==> src/rtl/pid_pkg.sv <==
// Shared types and constants for the PID datapath blocks.
package pid_pkg;

    typedef enum logic [1:0] {
        IDLE  = 2'd0,
        RUN   = 2'd1,
        DRAIN = 2'd2
    } i_state_t;

    localparam int unsigned SAT_FREEZE = 0;
    localparam int unsigned SAT_CLAMP  = 1;

endpackage

==> src/rtl/i_term_sat_add.sv <==
// Signed accumulator adder with overflow detection and freeze/clamp result selection.
module i_term_sat_add
    import pid_pkg::*;
#(
    parameter int unsigned INT_W    = 15,
    parameter int unsigned SAT_MODE = SAT_CLAMP
) (
    input  logic [INT_W-1:0] acc,
    input  logic [INT_W-1:0] addend,
    output logic [INT_W-1:0] res_c,
    output logic             ov_c
);

    logic [INT_W-1:0] sum;

    // Overflow only possible when both operands share a sign and the sum flips it.
    always_comb begin
        sum   = acc + addend;
        ov_c  = (addend[INT_W-1] == acc[INT_W-1]) && (sum[INT_W-1] != acc[INT_W-1]);
        res_c = sum;
        if (ov_c) begin
            if (SAT_MODE == SAT_CLAMP) begin
                res_c = addend[INT_W-1] ? {1'b1, {(INT_W-1){1'b0}}}
                                        : {1'b0, {(INT_W-1){1'b1}}};
            end else begin
                res_c = acc;
            end
        end
    end

endmodule

==> src/rtl/i_term_gen.sv <==
// Integral term generator: decimated saturating integrator with anti-windup hold,
// sync clear and geometric drain when motion stops.
module i_term_gen
    import pid_pkg::*;
#(
    parameter int unsigned ERR_W       = 10,
    parameter int unsigned INT_W       = 15,
    parameter int unsigned OUT_W       = 9,
    parameter int unsigned DECIM       = 1,
    parameter int unsigned SAT_MODE    = SAT_CLAMP,
    parameter int unsigned DRAIN_SHIFT = 4
) (
    input  logic             clk,
    input  logic             rst,
    input  logic             moving,
    input  logic             err_vld,
    input  logic [ERR_W-1:0] error_sat,
    input  logic             hold,
    input  logic             clr,
    output logic [OUT_W-1:0] I_term,
    output logic             I_vld,
    output logic             sat,
    output logic             drain_busy
);

    localparam int unsigned      CNT_W    = $clog2(DECIM + 1);
    localparam logic [CNT_W-1:0] CNT_LAST = CNT_W'(DECIM - 1);

    i_state_t                state_q, state_d;
    logic signed [INT_W-1:0] integ_q, integ_d;
    logic [CNT_W-1:0]        cnt_q, cnt_d;
    logic                    sat_d, vld_d;

    logic [INT_W-1:0]        ext;
    logic [INT_W-1:0]        add_res;
    logic                    add_ov;
    logic signed [INT_W-1:0] drain_step;
    logic                    drain_end;

    assign ext        = {{(INT_W-ERR_W){error_sat[ERR_W-1]}}, error_sat};
    assign drain_step = integ_q >>> DRAIN_SHIFT;
    // Stop draining once the step rounds to nothing in either sign.
    assign drain_end  = (drain_step == '0) || (drain_step == '1);
    assign I_term     = integ_q[INT_W-1 -: OUT_W];

    i_term_sat_add #(
        .INT_W    (INT_W),
        .SAT_MODE (SAT_MODE)
    ) u_sat_add (
        .acc    (integ_q),
        .addend (ext),
        .res_c  (add_res),
        .ov_c   (add_ov)
    );

    // Next-state and datapath update.
    always_comb begin
        state_d = state_q;
        integ_d = integ_q;
        cnt_d   = cnt_q;
        sat_d   = sat;
        vld_d   = 1'b0;
        if (clr) begin
            integ_d = '0;
            cnt_d   = '0;
            sat_d   = 1'b0;
            state_d = moving ? RUN : IDLE;
        end else begin
            case (state_q)
                IDLE: begin
                    integ_d = '0;
                    if (moving) state_d = RUN;
                end
                RUN: begin
                    if (!moving) begin
                        cnt_d = '0;
                        if ((integ_q != '0) && (DRAIN_SHIFT > 0)) begin
                            state_d = DRAIN;
                        end else begin
                            integ_d = '0;
                            sat_d   = 1'b0;
                            state_d = IDLE;
                        end
                    end else if (err_vld && !hold) begin
                        if (cnt_q == CNT_LAST) begin
                            cnt_d   = '0;
                            integ_d = add_res;
                            sat_d   = add_ov;
                            vld_d   = 1'b1;
                        end else begin
                            cnt_d = CNT_W'(cnt_q + 1'b1);
                        end
                    end
                end
                DRAIN: begin
                    if (moving) begin
                        state_d = RUN;
                    end else if (drain_end) begin
                        integ_d = '0;
                        sat_d   = 1'b0;
                        state_d = IDLE;
                    end else begin
                        integ_d = integ_q - drain_step;
                    end
                end
                default: state_d = IDLE;
            endcase
        end
    end

    always_ff @(posedge clk) begin
        if (rst) begin
            state_q    <= IDLE;
            integ_q    <= '0;
            cnt_q      <= '0;
            sat        <= 1'b0;
            I_vld      <= 1'b0;
            drain_busy <= 1'b0;
        end else begin
            state_q    <= state_d;
            integ_q    <= integ_d;
            cnt_q      <= cnt_d;
            sat        <= sat_d;
            I_vld      <= vld_d;
            drain_busy <= (state_d == DRAIN);
        end
    end

endmodule
==> config.mk <==
export PLATFORM = sky130hd
export DESIGN_NAME = i_term_gen
export DESIGN_NICKNAME = d
export VERILOG_FILES = /design/src/rtl/pid_pkg.sv /design/src/rtl/i_term_sat_add.sv /design/src/rtl/i_term_gen.sv
export SDC_FILE = /design/constraint.sdc
export NUM_CORES = 1
export LEC_CHECK = 0
export CAP_MARGIN = 20
export CORE_AREA = 8 8 80 82
export CTS_BUF_LIST = sky130_fd_sc_hd__clkbuf_8
export DETAILED_ROUTE_END_ITERATION = 10
export DIE_AREA = 0 0 88 90
export GPL_ROUTABILITY_DRIVEN = 1
export HOLD_SLACK_MARGIN = 0.06
export PLACE_DENSITY_LB_ADDON = 0.1
export SYNTH_ARGS = -nofsm -noshare
export SYNTH_HDL_FRONTEND = slang
export SYNTH_HIERARCHICAL = 1
export SYNTH_SLANG_ARGS = --single-unit
==> constraint.sdc <==
create_clock -name clk -period 4.5 [get_ports clk]
set_clock_uncertainty 0.2 [all_clocks]
set_input_delay 0.9 -clock clk [delete_from_list [all_inputs] [get_ports clk]]
set_output_delay 0.9 -clock clk [all_outputs]
set_load 0.05 [all_outputs]
; ---- Word level (Yosys, flattened, before mapping)
; Cells that the tools add are included.
[word_totals]
rom_bits = 0
memories = 0
ramBits = 0
regBits = 21
input_bits = 16
latch_bits = 0
[op_classes]
add_sub_neg = 3
eq_ne = 12
magnitude_cmp = 0
n_bitwise = 3
n_mul = 0
reduce_logical = 14
div = 0
muxes = 28
shifts = 0
[op_table]
columns = operator, count
row1 = 15-bit two-way mux, 8
row2 = 15-bit case mux with 3 select lines, 1
row3 = 15-bit adder, 1
row4 = 15-bit == test (second input constant), 1
row5 = 15-bit logical NOT, 1
row6 = 15-bit nonzero test, 1
row7 = 15-bit by 11-bit subtractor with 15-bit output, 1
row8 = 2-bit two-way mux, 6
row9 = 1-bit two-way mux, 11
row10 = 3-bit inequality test (second input constant), 3
row11 = 2-bit case mux with 3 select lines, 1
row12 = 6-bit AND reduction, 1
row13 = 5-bit AND reduction, 1
row14 = 5-bit OR reduction, 1
row15 = 2-bit == test (second input constant), 2
row16 = 2-bit inequality test (second input constant), 2
row17 = 1-bit inverter, 3
row18 = 3-bit nonzero test, 1
row19 = 2-bit by 1-bit == test with 1-bit output (second input constant), 1
row20 = 1-bit logical AND, 2
row21 = 2-bit logical NOT, 1
row22 = 2-bit by 1-bit inequality test with 1-bit output (second input constant), 1
row23 = 1-bit case mux with 2 select lines, 1
row24 = 2-bit AND reduction, 1
row25 = other kinds (7), 7

; ---- Logic depth before layout (Yosys ltp)
; Gate-level depths: netlist of the first run.
[depth]
ltp_word = 8
depth_mapped = 15

; ---- Hierarchy
; The synthesis of the first run kept the hierarchy.
[modules_own_cells]
columns = module, seq_area_each_um2, instances, area_per_inst_um2, cells_each
row1 = i_term_gen, 400.4, 1, 1820.5, 229
row2 = i_term_sat_add, 0.0, 1, 835.8, 115

; ---- Worst setup path before layout of the first run
; Ideal clock, no wire load.
[synth_path]
kind = input port to flip-flop
start = input error_sat[0]
end = register integ_q[8]
n_path_buf = 0
slack_ns = -0.122
t_arrival_ns = 4.289
stages = 15
path_cell_list = ha_1 -> fa_1 -> a21oi_2 -> o2111ai_1 -> a221oi_2 -> o21ai_0 -> a21o_1 -> fa_1 -> or3b_1 -> o21ai_2 -> inv_1 -> and4_1 -> or3_1 -> nand2_1 -> o221ai_1
[synth_between]
elab_chain_cells = 8
[synth_rtl]
columns = item, line_no
row1 = "start, declared", i_term_gen.sv:17  ; input logic [ERR_W-1:0] error_sat,
row2 = 15-bit adder (*), i_term_sat_add.sv:18  ; sum = acc + addend;
row3 = 1-bit inequality test, i_term_sat_add.sv:19  ; ov_c = (addend[INT_W-1] == acc[INT_W-1]) && (sum[INT_W-1] != acc[INT_W-1]);
row4 = 1-bit logical AND, i_term_sat_add.sv:19
row5 = 15-bit two-way mux (*), i_term_sat_add.sv:21  ; if (ov_c) begin
row6 = net add_res[8], i_term_gen.sv:35  ; logic [INT_W-1:0] add_res;
row7 = 15-bit two-way mux (*), i_term_gen.sv:85  ; if (cnt_q == CNT_LAST) begin
row8 = 15-bit two-way mux (*), i_term_gen.sv:84  ; end else if (err_vld && !hold) begin
row9 = 15-bit two-way mux (*), i_term_gen.sv:75  ; if (!moving) begin
row10 = 15-bit case mux with 3 select lines (*), i_term_gen.sv:69  ; case (state_q)
row11 = "end signal, assigned", i_term_gen.sv:121  ; integ_q <= integ_d;
row12 = "end, declared", i_term_gen.sv:30  ; logic signed [INT_W-1:0] integ_q, integ_d;
; Mark *: on every way through the listed nets, which the timed path passes. The rest lies on a longest branch. The select of a mux whose other input is x is not followed.
; A chain may end at the register's enable or synchronous reset.

; ---- Final worst setup path of the first run
[layout_path]
start = input error_sat[2]
end = register integ_q[12]
[layout_between]
elab_chain_cells = 8
[layout_rtl]
columns = item, line_no
row1 = 15-bit adder, i_term_sat_add.sv:18
row2 = 1-bit inequality test, i_term_sat_add.sv:19
row3 = 1-bit logical AND, i_term_sat_add.sv:19
row4 = net add_ov, i_term_gen.sv:36  ; logic add_ov;
row5 = 15-bit two-way mux, i_term_sat_add.sv:21
row6 = net add_res[12], i_term_gen.sv:35
row7 = 15-bit two-way mux, i_term_gen.sv:85
row8 = 15-bit two-way mux, i_term_gen.sv:84
row9 = 15-bit two-way mux, i_term_gen.sv:75
row10 = 15-bit case mux with 3 select lines, i_term_gen.sv:69
; The timed path passes the listed nets, and every way through them passes these cells. The select of a mux whose other input is x is not followed.

==> metrics.csv, run 1 <==
stage,metric,value,unit
synthesis,Cell variety after synth,66,
synthesis,top cell type's share of synthesized area,0.1507,
timing,count of pins over their slew limit,0,
clocking,Worst-path clk slew,0.09,ns
global_route,first-pass GRT wire length,12210,µm
finish,synthesis-to-finish area growth,25.86,%
routing,ANT nets after route,0,
synthesis,syn_nets,395,
clocking,Max clock buf depth,2,
critical_path,crit path kind,in -> reg,
clocking,Sink Count,20,
finish,Fill cells,468,
synthesis,asr flop ratio synth,0,
routing,WL per Instance,15.93,µm
place,GPL Wtd Cong,0.9250,
timing,Final WS setup,0.1091,ns
power_and_ir_drop,internal cell power,361.9,µW
routing,via count,2772,
finish,ANT cells,0,
floorplanning,Core Area,5236,µm²
timing,final worst path period share,0.9758,
power_and_ir_drop,sw power,136.9,µW
floorplanning,Die H,90,µm
timing,final hold vios,0,
synthesis,"area leader, netlist",dfxtp_1,
clocking,Root Buffer,clkbuf_8,
hold_path,Hold Path Class,reg -> reg,
synthesis,register area share after synthesis,0.1507,
global_route,largest net degree at the start of global routing,16,
synthesis,top_reg_cell synth,dfxtp_1,
synthesis,Mapped Cells,344,
status,status,finished clean,
synthesis,yosys warns,6,
timing,Tmin final,4.391,ns
routing,DR vias/cell,5.948,
global_route,initial antenna violation count,0,
finish,design area,3343,µm²
power_and_ir_drop,Peak supply drop,137.4,µV
clocking,TritonCTS buffer count,3,
floorplanning,Die ar.,7920,µm²
synthesis,Post-Syn Area per Cell,7.722,µm²
critical_path,Critical Path Sink Type,flop,
power_and_ir_drop,PwrDens,149.2,nW/µm²
synthesis,number of synthesized register bits,20,
critical_path,Critical Path RT,4.43,ns
timing,Max Clk Rate,227.7,MHz
critical_path,CP Launch Type,input port,
routing,drt drc,0,
timing,setup_tns,0,ns
routing,DRT iter0 DRCs,116,
floorplanning,# rows,27,
place,placed cell area,3144,µm²
timing,relative slew slack,0.6381,
finish,Layout Nets,446,
finish,share of layout cells above drive strength 1,0.1726,
synthesis,synthesized area,2656,µm²
synthesis,"EDFF count, synth",0,
place,DPL Wire Length,5828,µm
critical_path,critical path data arrival time,4.32,ns
routing,routed wire length,7424,µm
clocking,H-tree levels,1,
power_and_ir_drop,Pleak,0.001392,µW
clocking,CTS tree,done,
clocking,Worst-Skew Late Latency,0.27,ns
place,pre-CTS WS,-0.5127,ns
timing,Least-Margin Pin Slew,0.5291,ns
place,port bufs,27,
synthesis,largest cells by area after synthesis,"dfxtp_1 (15%), ha_1 (15%), a21oi_1 (4.9%)",
power_and_ir_drop,Seq pwr share,0.363,
floorplanning,io pins,28,
power_and_ir_drop,Pwr Total,498.8,µW
floorplanning,DIE WIDTH,88,µm
job,# Max-Cap Violations,0,
global_route,GRT Util Overall,0.1841,
power_and_ir_drop,Logic pwr share,0.268,
power_and_ir_drop,clock power share,0.369,
global_route,Congestion Overflow GR,0,
critical_path,critical-path maximum fanout,5,
timing,Finish-stage setup viols,0,
power_and_ir_drop,sw frac,0.2744,
routing,First-pass DRT Iterations,4,
floorplanning,Starting Density,0.5073,
global_route,vias in the first global route,2666,
[layout make-up]
type                            count  area [µm²]  share of cell area
Timing Repair Buffer               66       571.8              0.1710
Inverter                           30       112.6             0.03368
Tap cell                           72       90.09             0.02695
Multi-Input combinational cell    274        2097              0.6272
Clock buffer                        3       41.29             0.01235
Sequential cell                    20       400.4              0.1198
Clock inverter                      1       30.03            0.008982
[per-layer routing]
| metal | vias to the layer above | share of wire | track usage |
|---|---|---|---|
| li1 | 1395 | - | - |
| met1 | 1314 | 0.45 | 0.2268 |
| met2 | 53 | 0.50 | 0.3195 |
| met3 | 10 | 0.043 | 0.03640 |
| met4 | 0 | 0.011 | 0.03013 |
| met5 | - | 0 | 0 |
[cell usage in the layout, fill, tap and decap left out, types with 2 or more instances in the layout]
master            n
o21ai_1           3
and2_1            2
nand4_1           3
a21oi_2           2
o2111ai_1         2
nand3_1          18
dfxtp_1          20
o22ai_1           4
a211oi_1          4
buf_6             3
ha_1             29
a21oi_1          25
nor2b_1           3
nor3_1            9
o2bb2ai_1         6
buf_4            36
fa_1              2
a22oi_1           5
and3_1            2
nor2_1           24
ha_4              2
a2111oi_2         2
o21a_1            6
a221o_1           3
xnor2_1          10
or3_1             2
clkdlybuf4s50_1  25
o21ai_0          12
o221ai_1          7
xor2_1            7
a21o_1            7
nand2_1          25
inv_1            29
nor4_1            4
o31ai_1           5
nand4_2           2
clkbuf_8          3
o211ai_1          2
[path summary, 6_finish.rpt]
path                            slack, ns               startpoint  depth (start not counted)                       end
worst max-delay path                 0.11             error_sat[2]                         16  integ_q[12]$_SDFFE_PP0P_
worst min-delay path                 0.27         sat$_SDFFE_PP0P_                          2          sat$_SDFFE_PP0P_
worst max register to register       0.52  integ_q[0]$_SDFFE_PP0P_                         16  integ_q[12]$_SDFFE_PP0P_
worst min register to register       0.27         sat$_SDFFE_PP0P_                          2          sat$_SDFFE_PP0P_
[cells in the mapped netlist (3+ instances only)]
master / n
clkbuf_1: 9
a221o_1: 3
a22oi_1: 5
nor3_1: 9
o221ai_1: 7
o2111ai_1: 3
ha_1: 32
o2bb2ai_1: 6
a21o_1: 7
nand4_1: 3
nor4_1: 4
xor2_1: 7
o22ai_1: 4
buf_4: 9
o31ai_1: 5
nor2b_1: 3
dfxtp_1: 20
a211oi_1: 4
a21oi_1: 26
fa_1: 3
nand2_1: 25
nand3_1: 18
nor2_1: 24
inv_1: 30
o21a_1: 6
xnor2_1: 10
o21ai_0: 14
[cells by family (layout without fill, tap and decap cells)]
group	count (synthesis)	after routing	share of synthesized area
adders and majority gates	35	35	0.1733
buffers and inverters	50	100	0.08667
DFF	20	20	0.1507
and+or+nand+nor	106	106	0.2134
xor gates and xnor gates	17	17	0.05605
muxes	1	1	0.003768
AOI/OAI and AO/OA	115	115	0.3161
[worst max-delay path: stages]
cell,delay [ns]
clkdlybuf4s50_1,0.51
ha_4,0.21
a21oi_2,0.16
o2111ai_2,0.17
a221oi_2,0.27
o21ai_1,0.10
a21o_1,0.20
fa_1,0.55
or3b_4,0.40
o21ai_4,0.11
inv_2,0.06
buf_6,0.11
o2111a_1,0.12
a221o_1,0.26
nand2_1,0.06
o221ai_1,0.12
[flip-flops by register name, summed over array words and instances, names as in the netlist]
| name | flops |
|---|---|
| integ_q | 15 |
| state_q | 2 |
| I_vld | 1 |
| drain_busy | 1 |
| sat | 1 |
[power groups by stage]
stage | Clock (µW) | Combinational, µW | Sequential [µW]
floorplan | 0 | 79.1 | 185
global placement | 0 | 123 | 185
detailed placement | 0 | 125 | 185
CTS | 187 | 128 | 181
global route | 195 | 146 | 181
finish | 184 | 134 | 181
[stage by stage]
step	util	std cells	hold WS, ns
2_1_floorplan	-	344	0.2795
3_3_place_gp	0.6005	455	0.2531
3_5_place_dp	0.6005	455	0.2547
4_1_cts	0.6227	462	0.2675
5_1_grt	0.6385	466	0.2782
6_report	0.6385	466	0.2669
[what timing repair did]
item	CTS	global route
gates resized for setup	7	12
endpoints found under the setup margin	4	7
buffers inserted	3	4
pin swaps	10	14
hold buffers	0	0
Power figures use the tool's default switching activity.
==> run 2: changes to the inputs <==
--- a/config.mk
+++ b/config.mk
@@ -6,10 +6,10 @@
 export NUM_CORES = 1
 export LEC_CHECK = 0
 export CAP_MARGIN = 20
-export CORE_AREA = 8 8 80 82
+export CORE_AREA = 8 8 113 115
 export CTS_BUF_LIST = sky130_fd_sc_hd__clkbuf_8
 export DETAILED_ROUTE_END_ITERATION = 10
-export DIE_AREA = 0 0 88 90
+export DIE_AREA = 0 0 121 123
 export GPL_ROUTABILITY_DRIVEN = 1
 export HOLD_SLACK_MARGIN = 0.06
 export PLACE_DENSITY_LB_ADDON = 0.1
==> run 2 against run 1 <==
Net effect: critical path depth decreased by 1; cell count increased by 15%; routed wire length increased by 17%; setup slack improved by 0.030 ns; largest power group unchanged; highest routed layer unchanged.
==> metrics.csv, run 2 (synthesis results as in run 1) <==
stage,metric,value,unit,change
timing,final worst path period share,0.9690,,-0.006742
timing,relative slew slack,0.6036,,-0.03448
global_route,initial antenna violation count,0,,unchanged
critical_path,reg2reg setup slack,0.52,ns,about the same
finish,FF+latch area,400.4,µm²,unchanged
finish,biggest regs,"integ_q (15), state_q (2)",,
critical_path,critical-path maximum fanout,4,,-1
floorplanning,Starting Density,0.2398,,-0.2675
critical_path,Critical Path RT,4.45,ns,+0.02 ns
floorplanning,DIE WIDTH,121,µm,+38%
finish,ANT cells,0,,unchanged
finish,design area,3431,µm²,+2.6%
hold_path,Hold Path Class,reg -> reg,,
power_and_ir_drop,internal cell power,361.1,µW,-0.23%
finish,share of layout cells above drive strength 1,0.1730,,+0.0004392
power_and_ir_drop,PwrDens,147.7,nW/µm²,-0.99%
clocking,Worst-Skew Late Latency,0.27,ns,about the same
hold_path,hold-critical path endpoint,sat$_SDFFE_PP0P_,,
hold_path,HP Start,sat$_SDFFE_PP0P_,,
critical_path,worst r2r src,integ_q[0]$_SDFFE_PP0P_,,
clocking,Worst-path clk slew,0.09,ns,about the same
finish,Layout Nets,445,,-0.22%
timing,Least-Margin Pin Slew,0.5796,ns,+0.05042 ns
routing,WL per Instance,16.15,µm,+1.4%
clocking,Max clock buf depth,2,,unchanged
floorplanning,# rows,39,,+44%
global_route,first-pass GRT wire length,14350,µm,+18%
routing,ANT nets after route,0,,unchanged
clocking,CTS tree,done,,
floorplanning,Die ar.,14880,µm²,+88%
finish,Fill cells,1185,,+150%
critical_path,Worst R2R End,integ_q[8]$_SDFFE_PP0P_,,
finish,footprint of the multi-input gates,2108,µm²,+0.54%
clocking,Sink Count,20,,unchanged
timing,Fin Hold WS,0.2654,ns,-0.001535 ns
global_route,vias in the first global route,2728,,+2.3%
timing,Max Clk Rate,229.3,MHz,+0.70%
finish,Largest Register,integ_q,,
power_and_ir_drop,sw frac,0.2875,,+0.01309
power_and_ir_drop,Seq pwr share,0.357,,-0.006
critical_path,Reg2Reg Depth,15,,-1
timing,count of pins over their slew limit,0,,unchanged
power_and_ir_drop,clock power share,0.378,,+0.009
routing,DRT iter0 DRCs,126,,+8.6%
place,port bufs,27,,unchanged
routing,First-pass DRT Iterations,4,,unchanged
routing,via count,2693,,-2.8%
clocking,TritonCTS buffer count,3,,unchanged
timing,Finish-stage setup viols,0,,unchanged
place,DPL Wire Length,7077,µm,+21%
power_and_ir_drop,Logic pwr share,0.265,,-0.003
place,placed cell area,3248,µm²,+3.3%
critical_path,Critical Path Sink Type,flop,,
routing,routed wire length,8658,µm,+17%
timing,Tmin final,4.361,ns,-0.03034 ns
global_route,largest net degree at the start of global routing,16,,unchanged
finish,max reg flops,15,,unchanged
finish,synthesis-to-finish area growth,29.16,%,
critical_path,crit path kind,in -> reg,,
status,status,finished clean,,
routing,drt drc,0,,unchanged
hold_path,hold-critical path depth,2,,unchanged
critical_path,critical path data arrival time,4.32,ns,about the same
place,GPL Wtd Cong,0.7847,,-15%
routing,DR vias/cell,5.024,,-16%
floorplanning,Die H,123,µm,+37%
power_and_ir_drop,Pleak,0.001396,µW,+0.31%
global_route,Congestion Overflow GR,0,,unchanged
clocking,H-tree levels,1,,unchanged
clocking,Root Buffer,clkbuf_8,,
floorplanning,io pins,28,,unchanged
global_route,GRT Util Overall,0.1182,,-0.06590
power_and_ir_drop,Peak supply drop,95.39,µV,-31%
finish,most frequent cells in the layout,"buf_4 (37), inv_1 (29), ha_1 (29)",,
power_and_ir_drop,sw power,145.7,µW,+6.5%
timing,final hold vios,0,,unchanged
finish,"most common cell after layout, fill and taps aside",buf_4,,
floorplanning,Core Area,11080,µm²,+110%
critical_path,CP Launch Type,input port,,
job,# Max-Cap Violations,0,,unchanged
run 2: power by group through the flow:
stage	combinational [µW]	clock, µW	sequential (µW)
6_report	134	191	181
5_1_grt	149	208	181
4_1_cts	132	201	181
3_5_place_dp	129	0	185
3_3_place_gp	130	0	185
2_1_floorplan	79.1	0	185
run 2: cell type report:
class / instances / share of cell area
multi-input cells: 274 / 0.6145
flip-flops and latches: 20 / 0.1167
clock inverters: 1 / 0.008753
inverters: 30 / 0.03282
well taps: 143 / 0.05215
clock buffers: 3 / 0.01204
repair buffers: 65 / 0.1630
run 2: metal layers:
layer,routed length [µm],GRT usage,vias to the layer above
li1,-,-,1391
met1,4235,0.1536,1259
met2,3996,0.2014,41
met3,408,0.02831,2
met4,19,0.009368,0
met5,0,0,-
run 2: how the worst max path moves through the flow:
stage	start	endpoint
CTS	error_sat[0]	integ_q[8]$_SDFFE_PP0P_
finish	error_sat[5]	integ_q[8]$_SDFFE_PP0P_
global route	error_sat[5]	integ_q[8]$_SDFFE_PP0P_
detailed placement	error_sat[0]	integ_q[8]$_SDFFE_PP0P_
floorplan	error_sat[0]	integ_q[8]$_SDFFE_PP0P_
global placement	error_sat[0]	integ_q[8]$_SDFFE_PP0P_
run 2: repair_timing:
item                       in CTS  in global routing
hold buffers                    0                  0
resized for setup               7                 12
setup endpoints to repair       9                  8
pin swaps                       8                 11
buffers inserted                4                  0
run 2: worst max-delay path, cell delays in order:
cell and delay, ns:
clkdlybuf4s50_1 0.51, ha_4 0.23, a21oi_4 0.14, o2111ai_2 0.16, a221oi_2 0.29, o21ai_1 0.09, a21o_1 0.20, fa_1 0.54
or3b_4 0.40, o21ai_4 0.09, or4b_1 0.14, o311ai_1 0.09, or3_1 0.37, nand2_1 0.08, o221ai_2 0.10
run 2: metrics by stage:
step                      setup TNS [ns]  instances  total power (µW)    util  setup slack, ns
after detailed placement          -4.658        528             314.5  0.2932          -0.5602
after global placement            -4.107        528             315.2  0.2932          -0.5252
after floorplan                        0        344             264.0       -          0.04325
after CTS                              0        536             514.2  0.3051          0.06902
after global routing            -0.01565        536             537.8  0.3097         -0.01565
final                                  0        536             506.8  0.3097           0.1394
==> run 3: changes to the inputs <==
==> constraint.sdc (replaced) <==
create_clock -name clk -period 5 [get_ports clk]
set_clock_uncertainty 0.2 [all_clocks]
set_input_delay 1 -clock clk [delete_from_list [all_inputs] [get_ports clk]]
set_output_delay 1 -clock clk [all_outputs]
set_load 0.05 [all_outputs]
==> run 3 against run 2 <==
Net effect: register-to-register slack improved by 0.44 ns; utilization decreased by 1.6 points; critical path type unchanged; clock power decreased by 9.9%; critical endpoint unchanged; sequential cell count unchanged; first-iteration DRC count decreased by 8.7%; global-route usage decreased by 0.36 points; routed wire length decreased by 2.7%.
==> metrics.csv, run 3 (synthesis results as in run 1) <==
stage,metric,value,unit,change
global_route,vias in the first global route,2637,,-3.3%
critical_path,cell family with most CP delay,compound AO/OA/AOI/OAI gates,,
global_route,first-pass GRT wire length,13750,µm,-4.1%
power_and_ir_drop,PwrDens,137.8,nW/µm²,-6.7%
finish,"most common cell after layout, fill and taps aside",ha_1,,
timing,unrepaired setup endpoints after global routing,false,,
finish,Fill cells,1206,,+1.8%
timing,Tmin final,4.804,ns,
clocking,CTS tree,done,,
global_route,Congestion Overflow GR,0,,unchanged
place,GPL Wtd Cong,0.7586,,-3.3%
critical_path,critical-path maximum fanout,5,,+1
finish,share of layout cells above drive strength 1,0.1144,,-0.05867
timing,Finish-stage setup viols,0,,unchanged
power_and_ir_drop,sw power,128.3,µW,-12%
critical_path,"Slowest-stage cell, CP",fa_1,,
finish,biggest regs,"integ_q (15), state_q (2)",,
place,pre-CTS WS,-0.3006,ns,+0.2596 ns
floorplanning,io pins,28,,unchanged
power_and_ir_drop,sw frac,0.2859,,-0.001552
status,status,finished clean,,
critical_path,Critical Path RT,4.94,ns,+0.49 ns
finish,design area,3257,µm²,-5.1%
floorplanning,Starting Density,0.2398,,unchanged
power_and_ir_drop,Pleak,0.001280,µW,-8.3%
critical_path,Worst R2R End,integ_q[8]$_SDFFE_PP0P_,,
hold_path,hold-critical path depth,2,,unchanged
timing,count of pins over their slew limit,0,,unchanged
place,DP Cell Count,513,,-2.8%
critical_path,critical path data arrival time,4.74,ns,+0.42 ns
hold_path,HP Start,sat$_SDFFE_PP0P_,,
clocking,TritonCTS buffer count,3,,unchanged
routing,routed wire length,8420,µm,-2.7%
floorplanning,Die ar.,14880,µm²,unchanged
clocking,Max clock buf depth,2,,unchanged
floorplanning,DIE WIDTH,121,µm,unchanged
timing,Fin Hold WS,0.2643,ns,-0.001100 ns
critical_path,worst r2r src,integ_q[0]$_SDFFE_PP0P_,,
power_and_ir_drop,Seq pwr share,0.363,,+0.006
routing,WL per Instance,16.22,µm,+0.44%
routing,DR vias/cell,5.066,,+0.82%
finish,Post-Layout Cell Count,519,,-3.2%
critical_path,reg2reg setup slack,0.96,ns,+0.44 ns
timing,Max Clk Rate,208.1,MHz,
critical_path,crit path kind,in -> reg,,
finish,synthesis-to-finish area growth,22.61,%,
clocking,H-tree levels,1,,unchanged
timing,Least-Margin Pin Slew,0.6224,ns,+0.04286 ns
routing,First-pass DRT Iterations,5,,+1
critical_path,crit-path max cell delay,0.54,ns,about the same
finish,footprint of the multi-input gates,2066,µm²,-2.0%
timing,final worst path period share,0.9609,,
floorplanning,# rows,39,,unchanged
critical_path,Critical Path Sink Type,flop,,
finish,Layout Nets,428,,-3.8%
power_and_ir_drop,internal cell power,320.5,µW,-11%
power_and_ir_drop,Logic pwr share,0.254,,-0.011
critical_path,Reg2Reg Depth,15,,unchanged
job,# Max-Cap Violations,0,,unchanged
hold_path,Hold Path Class,reg -> reg,,
finish,Largest Register,integ_q,,
timing,relative slew slack,0.5743,,-0.02931
routing,drt drc,0,,unchanged
critical_path,CP Launch Type,input port,,
power_and_ir_drop,Peak supply drop,84.91,µV,-11%
timing,Final WS setup,0.1956,ns,+0.05618 ns
clocking,Worst-Skew Late Latency,0.27,ns,about the same
place,port bufs,27,,unchanged
floorplanning,Die H,123,µm,unchanged
hold_path,hold-critical path endpoint,sat$_SDFFE_PP0P_,,
finish,ANT cells,0,,unchanged
clocking,Worst-path clk slew,0.09,ns,about the same
clocking,Sink Count,20,,unchanged
routing,via count,2629,,-2.4%
clocking,Root Buffer,clkbuf_8,,
finish,FF+latch area,400.4,µm²,unchanged
floorplanning,Core Area,11080,µm²,unchanged
critical_path,worst path bufs/invs,2,,+1
finish,most frequent cells in the layout,"ha_1 (31), inv_1 (30), clkdlybuf4s50_1 (27)",,
global_route,initial antenna violation count,0,,unchanged
timing,final hold vios,0,,unchanged
routing,DRT iter0 DRCs,115,,-8.7%
critical_path,crit path cell chain,"clkdlybuf4s50_1, ha_2, fa_2, a21oi_4, o2111ai_4, a221oi_2, o21ai_1, a21o_1, fa_1, or3b_4, o21ai_4, inv_1, and4_1, or3_1, nand2_1, o221ai_1",,
routing,ANT nets after route,0,,unchanged
place,placed cell area,3131,µm²,-3.6%
timing,setup_tns,0,ns,unchanged
global_route,largest net degree at the start of global routing,16,,unchanged
finish,max reg flops,15,,unchanged
power_and_ir_drop,clock power share,0.383,,+0.005
global_route,GRT Util Overall,0.1146,,-0.003576
place,DPL Wire Length,6910,µm,-2.4%
run 3: what timing repair did:
item | in CTS | in global routing
pin swaps | 1 | 3
hold buffers | 0 | 0
cloned | 0 | 0
setup buffers | 1 | 1
endpoints found under the setup margin | 1 | 6
resized for setup | 1 | 7
run 3: worst max-delay path by stage:
stage | start | end | slack, ns | depth (start not counted)
2_1_floorplan | error_sat[0] | integ_q[8]$_SDFFE_PP0P_ | 0.28 | 15
3_3_place_gp | error_sat[0] | integ_q[8]$_SDFFE_PP0P_ | -0.25 | 16
3_5_place_dp | error_sat[0] | integ_q[8]$_SDFFE_PP0P_ | -0.30 | 16
4_1_cts | error_sat[0] | integ_q[8]$_SDFFE_PP0P_ | 0.01 | 16
5_1_grt | error_sat[0] | integ_q[8]$_SDFFE_PP0P_ | 0.02 | 16
6_report | error_sat[0] | integ_q[8]$_SDFFE_PP0P_ | 0.20 | 16
run 3: through the flow:
step                        util  power (µW)
after floorplan                -       237.1
after global placement    0.2826       280.3
after detailed placement  0.2826       279.5
after CTS                 0.2903       455.6
after global routing      0.2940       475.5
final                     0.2940       448.8
run 3: layout make-up:
type / count / area share
multi-input combinational: 274 / 0.6343
clock inverter: 1 / 0.009220
clock buffer: 3 / 0.01268
timing repair buffer: 48 / 0.1314
sequential: 20 / 0.1229
tap: 143 / 0.05494
inverter: 30 / 0.03458
run 3: layer usage:
metal	track usage	routed length [µm]	up-vias
met3	0.02420	324	7
met4	0.01795	80	0
met5	0	0	-
met1	0.1461	4110	1225
li1	-	-	1358
met2	0.1976	3905	39
run 3: power by group through the flow:
stage	registers, µW	logic [µW]	clock network, µW
after floorplan	166	70.7	0
after global placement	167	114	0
after detailed placement	167	113	0
after CTS	163	114	179
after global routing	163	127	185
final	163	114	172
run 3: tightest hold or removal path: stages, from the launching register on:
cell	delay, ns
dfxtp_1	0.32
nand2_1	0.05
mux2i_1	0.05
